**config.mk**
```make
export PLATFORM = sky130hd
export DESIGN_NAME = error_recovery_unit
export DESIGN_NICKNAME = d
export VERILOG_FILES = /design/src/rtl/error_recovery_unit.sv
export SDC_FILE = /design/constraint.sdc
export NUM_CORES = 1
export LEC_CHECK = 0
export CAP_MARGIN = 20
export CORE_ASPECT_RATIO = 0.8
export CORE_MARGIN = 2
export CORE_UTILIZATION = 45
export CTS_CLUSTER_SIZE = 28
export DETAILED_ROUTE_END_ITERATION = 8
export GPL_TIMING_DRIVEN = 0
export PLACE_DENSITY = 0.79
export SETUP_SLACK_MARGIN = 0.2
export SLEW_MARGIN = 20
export SYNTH_ARGS = -nofsm -noshare
export SYNTH_HDL_FRONTEND = slang
export SYNTH_SLANG_ARGS = --single-unit
```
**constraint.sdc**
```tcl
create_clock -name clk -period 3.6 [get_ports clk]
set_clock_uncertainty 0.15 [all_clocks]
set_input_delay 0.36 -clock clk [delete_from_list [all_inputs] [get_ports clk]]
set_output_delay 0.36 -clock clk [all_outputs]
set_load 0.03 [all_outputs]
```
**src/rtl/error_recovery_unit.sv**
```systemverilog
// Chunk-serial recovery adder: p = g + (ep masked to the recovery window), one CHUNK per cycle,
// with a registered carry between chunks and valid/ready handshakes on both sides.
module error_recovery_unit #(
  parameter int WIDTH       = 32,
  parameter int CHUNK       = 8,
  parameter int RECOVER_LSB = 9,
  parameter int RECOVER_MSB = 24
) (
  input  logic             clk,
  input  logic             rst_n,
  input  logic             in_valid,
  output logic             in_ready,
  input  logic [WIDTH-1:0] g_in,
  input  logic [WIDTH-1:0] ep_in,
  input  logic             recover_en,
  output logic             out_valid,
  input  logic             out_ready,
  output logic [WIDTH-1:0] p_out,
  output logic             err_flag,
  output logic             ovf,
  output logic             busy
);
  localparam int NCHUNK = WIDTH / CHUNK;
  localparam int IDXW   = (NCHUNK > 1) ? $clog2(NCHUNK) : 1;

  if ((WIDTH % CHUNK) != 0 || CHUNK < 1) begin : g_bad_chunk
    $error("error_recovery_unit: WIDTH must be a positive multiple of CHUNK");
  end

  // An inverted window (LSB > MSB) yields an all-zero mask, i.e. permanent bypass.
  function automatic logic [WIDTH-1:0] win_mask();
    logic [WIDTH-1:0] m;
    m = '0;
    for (int k = 0; k < WIDTH; k++) m[k] = (k >= RECOVER_LSB) && (k <= RECOVER_MSB);
    return m;
  endfunction

  localparam logic [WIDTH-1:0] MASK = win_mask();

  typedef enum logic [1:0] {IDLE, ADD, DONE} state_t;

  state_t           state, state_nxt;
  logic             ready_en;
  logic [WIDTH-1:0] g_q, m_q, m_in;
  logic [IDXW-1:0]  idx;
  logic             carry;
  logic             accept, last;
  logic [CHUNK:0]   csum;
  int               base;

  assign in_ready  = ready_en && (state == IDLE);
  assign accept    = in_valid && in_ready;
  assign out_valid = (state == DONE);
  assign busy      = (state != IDLE);
  assign last      = (idx == IDXW'(NCHUNK - 1));
  assign m_in      = recover_en ? (ep_in & MASK) : '0;
  assign base      = int'(idx) * CHUNK;

  always_comb begin
    csum = {1'b0, g_q[base +: CHUNK]} + {1'b0, m_q[base +: CHUNK]} + {{CHUNK{1'b0}}, carry};
  end

  always_ff @(posedge clk or negedge rst_n) begin
    if (!rst_n) state <= IDLE;
    else        state <= state_nxt;
  end

  always_comb begin
    state_nxt = state;
    case (state)
      IDLE:    if (accept)    state_nxt = ADD;
      ADD:     if (last)      state_nxt = DONE;
      DONE:    if (out_ready) state_nxt = IDLE;
      default:                state_nxt = IDLE;
    endcase
  end

  always_ff @(posedge clk or negedge rst_n) begin
    if (!rst_n) begin
      ready_en <= 1'b0;
      g_q      <= '0;
      m_q      <= '0;
      idx      <= '0;
      carry    <= 1'b0;
      p_out    <= '0;
      err_flag <= 1'b0;
      ovf      <= 1'b0;
    end else begin
      ready_en <= 1'b1;
      if (accept) begin
        g_q      <= g_in;
        m_q      <= m_in;
        err_flag <= |m_in;
        idx      <= '0;
        carry    <= 1'b0;
      end
      if (state == ADD) begin
        p_out[base +: CHUNK] <= csum[CHUNK-1:0];
        carry                <= csum[CHUNK];
        if (last) begin
          ovf <= csum[CHUNK];
          idx <= '0;
        end else begin
          idx <= idx + 1'b1;
        end
      end
    end
  end
endmodule

```
==> flow_summary_export.csv <==
group,metric,value,unit
sta,setup-tns-final,0,ns
global_route,grt_overflow,0,
clocking,cts_max_level,3,
drt,antenna_left,0,
drt,wl_per_cell,17.4,µm
floorplanning,fp.coreArea,0.00904,mm²
synth,ys_seq_area_frac,0.527,
final_layout,layout_common_cells,"88 x dfrtp_1, 87 x clkdlybuf4s50_1, 53 x nand2_1",
outcome,outcome,"complete, no violations",
global_route,grt_pass1_vias,3152,
final_layout,final_common_cell,"dfrtp_1",
final_layout,layout.nets,520,
floorplanning,initial_utilization,0.462,
drt,num_vias,3029,
clocking,clock_latency,0.34,ns
setup_path,worstSetupStartpointType,"register",
clocking,clockRootBuffer,"clkbuf_16",
setup_path,cp-end-kind,"register",
final_layout,final_util,0.616,
synth,synth_cells,335,
sta,slew_headroom,0.638,
floorplanning,ioPinCount,106,
sta,rsz0062_at_grt,"false",
drt,drt-vias-per-instance,5.45,
place,place_congestion,0.795,
setup_path,reg2regPathDepth,11,
place,dp.cells,539,
min_path,hold_end,"m_q[13]",
setup_path,worstPathRequired,3.67,ns
clocking,cts.sinks,88,
clocking,post_cts.repair.setup_buffers,0,
place,pre_cts_slack,0.226,ns
sta,hold_slack,0.255,ns
global_route,grt_use_total,0.203,
sta,worst_pin_slew,0.539,ns
drt,first_pass_iters,6,
synth,yosysWarnings,0,
global_route,grt_max_degree,56,
synth,synthTopCellsByArea,"dfrtp_1 53%, mux2_4 11%, a22o_1 5.7%",
synth,synth_top_cell_area_share,0.527,
drt,drt_wl_total,9650,µm
power_and_ir_drop,power.density,950,mW/mm²
setup_path,rr_startpoint,"idx[0]",
clocking,cts_tree,"yes",
setup_path,critPathKind,"register to register",
place,port_buffers,88,
final_layout,area_growth,33.3,%
synth,ys_ff_latch,88,
setup_path,worstPathMaxFanout,10,
synth,synthDistinctLibCells,42,
clocking,clk_pin_slew,0.06,ns
drt,drt_iter0_markers,86,
place,place_area,0.00523,mm²
setup_path,rrSetupSlack,0.38,ns
global_route,antenna_found_initial,0,
sta,hold_viol_final,0,
sta,fin_ws,0.376,ns
clocking,cts-buffers-inserted,9,
setup_path,worst_r2r_endpoint,"p_out[22]",
job,maxCapViolCount,0,
setup_path,crit_arrival,3.30,ns
place,hpwl,7260,µm
drt,route.detailed.drc,0,
synth,post_synth.cell_area_avg,12.5,µm²
floorplanning,die_y,90.2,µm
min_path,hold_depth,3,
synth,yosysTopAreaCell,"dfrtp_1",
clocking,clockBufferDepth,2,
synth,syn_area,0.00418,mm²
final_layout,layout-drive-gt1-share,0.175,
min_path,worstHoldStart,"recover_en",
final_layout,instances_no_fill,556,
synth,syn_nets,419,
power_and_ir_drop,ir_worst_vdd,500,µV
floorplanning,rows,31,
final_layout,antenna_cells,0,
sta,fin_crit,3.22,ns
sta,fmax,0.310,GHz
global_route,grt_pass1_wl,16300,µm
min_path,hp-class,"input pin to register",
final_layout,fin_area,0.00557,mm²
sta,setup_viol,0,
sta,timing.final.crit_share,0.896,
floorplanning,fp.dieW,112,µm
power_and_ir_drop,fin_total_pwr,5.29,mW
power_and_ir_drop,leakagePower,2.54,nW
floorplanning,die_area,0.0101,mm²
sta,finalMaxSlewViolations,0,
worst max-delay path, stage by stage, from the launching register on:
cell	delay [ns]
dfrtp_1	0.40
clkbuf_4	0.24
buf_4	0.25
mux2_1	0.34
nand2_1	0.11
fa_1	0.20
inv_1	0.06
fa_1	0.39
a21o_1	0.22
a221oi_2	0.28
xnor2_1	0.23
a22o_1	0.25
cells in the mapped netlist, drive strengths merged:
library cell	count
clkbuf	6
and3	1
nor2b	1
nand2b	5
or4	1
nand3	3
nor2	7
dfrtp	88
o211ai	1
ha	13
conb	1
o21bai	1
a21o	2
fa	2
or3	2
o21ai	35
xnor2	5
a311oi	1
a221oi	1
nand3b	1
or2	1
mux4	8
mux2	33
o2111a	1
nor3	2
nor4	5
nand2	57
nand4	2
a21oi	5
buf	7
a22o	27
inv	9
o31ai	1
area by class of cell:
type | instances | area [µm²]
well taps | 115 | 144
fillers | 741 | 3470
clock inverters | 5 | 80.1
clock buffers | 11 | 243
plain buffers | 13 | 91.3
repair buffers | 90 | 916
multi-input cells | 225 | 1860
flip-flops and latches | 88 | 2200
inverters | 9 | 33.8
cell families (layout without fill, tap and decap cells):
family | count (synthesis) | count (layout) | synth area share
DFF | 88 | 88 | 0.527
and+or+nand+nor | 88 | 88 | 0.102
AOI/OAI and AO/OA | 75 | 75 | 0.123
muxes | 41 | 41 | 0.159
buffers and inverters | 22 | 128 | 0.0285
adders and majority gates | 15 | 15 | 0.0485
xor gates and xnor gates | 5 | 5 | 0.0105
other | 1 | 1 | 0.000898
layer usage:
metal / up-vias / GRT usage / share of wire
met5: - / 0 / 0
met4: 0 / 0.0391 / 0.012
met3: 13 / 0.0593 / 0.062
met2: 101 / 0.330 / 0.48
met1: 1509 / 0.275 / 0.45
li1: 1406 / - / -
where the power goes:
group | internal [mW] | switching, mW | total [mW]
registers | 1.41 | 0.265 | 1.68
logic | 1.19 | 1.43 | 2.62
clock network | 0.625 | 0.369 | 0.994
how the worst max path moves through the flow:
| stage | start | to | slack, ns |
|---|---|---|---|
| after CTS | idx[0] | p_out[22] | 0.21 |
| after global routing | idx[0] | p_out[14] | 0.23 |
| after floorplan | idx[0] | p_out[6] | 0.68 |
| after detailed placement | idx[0] | p_out[22] | 0.23 |
| final | idx[0] | p_out[22] | 0.38 |
| after global placement | rst_n | err_flag | -0.98 |
sequential cells by signal (all words and copies together) (netlist names):
name and flops:
g_q 32, p_out 32, m_q 16, idx 2, state 2, carry 1
err_flag 1, ovf 1, ready_en 1
timing repair:
action	CTS	global route
endpoints found under the setup margin	0	16
hold endpoints to repair	33	0
resized for setup	0	6
hold buffers	1	0
(Power assumes the default switching activity.)
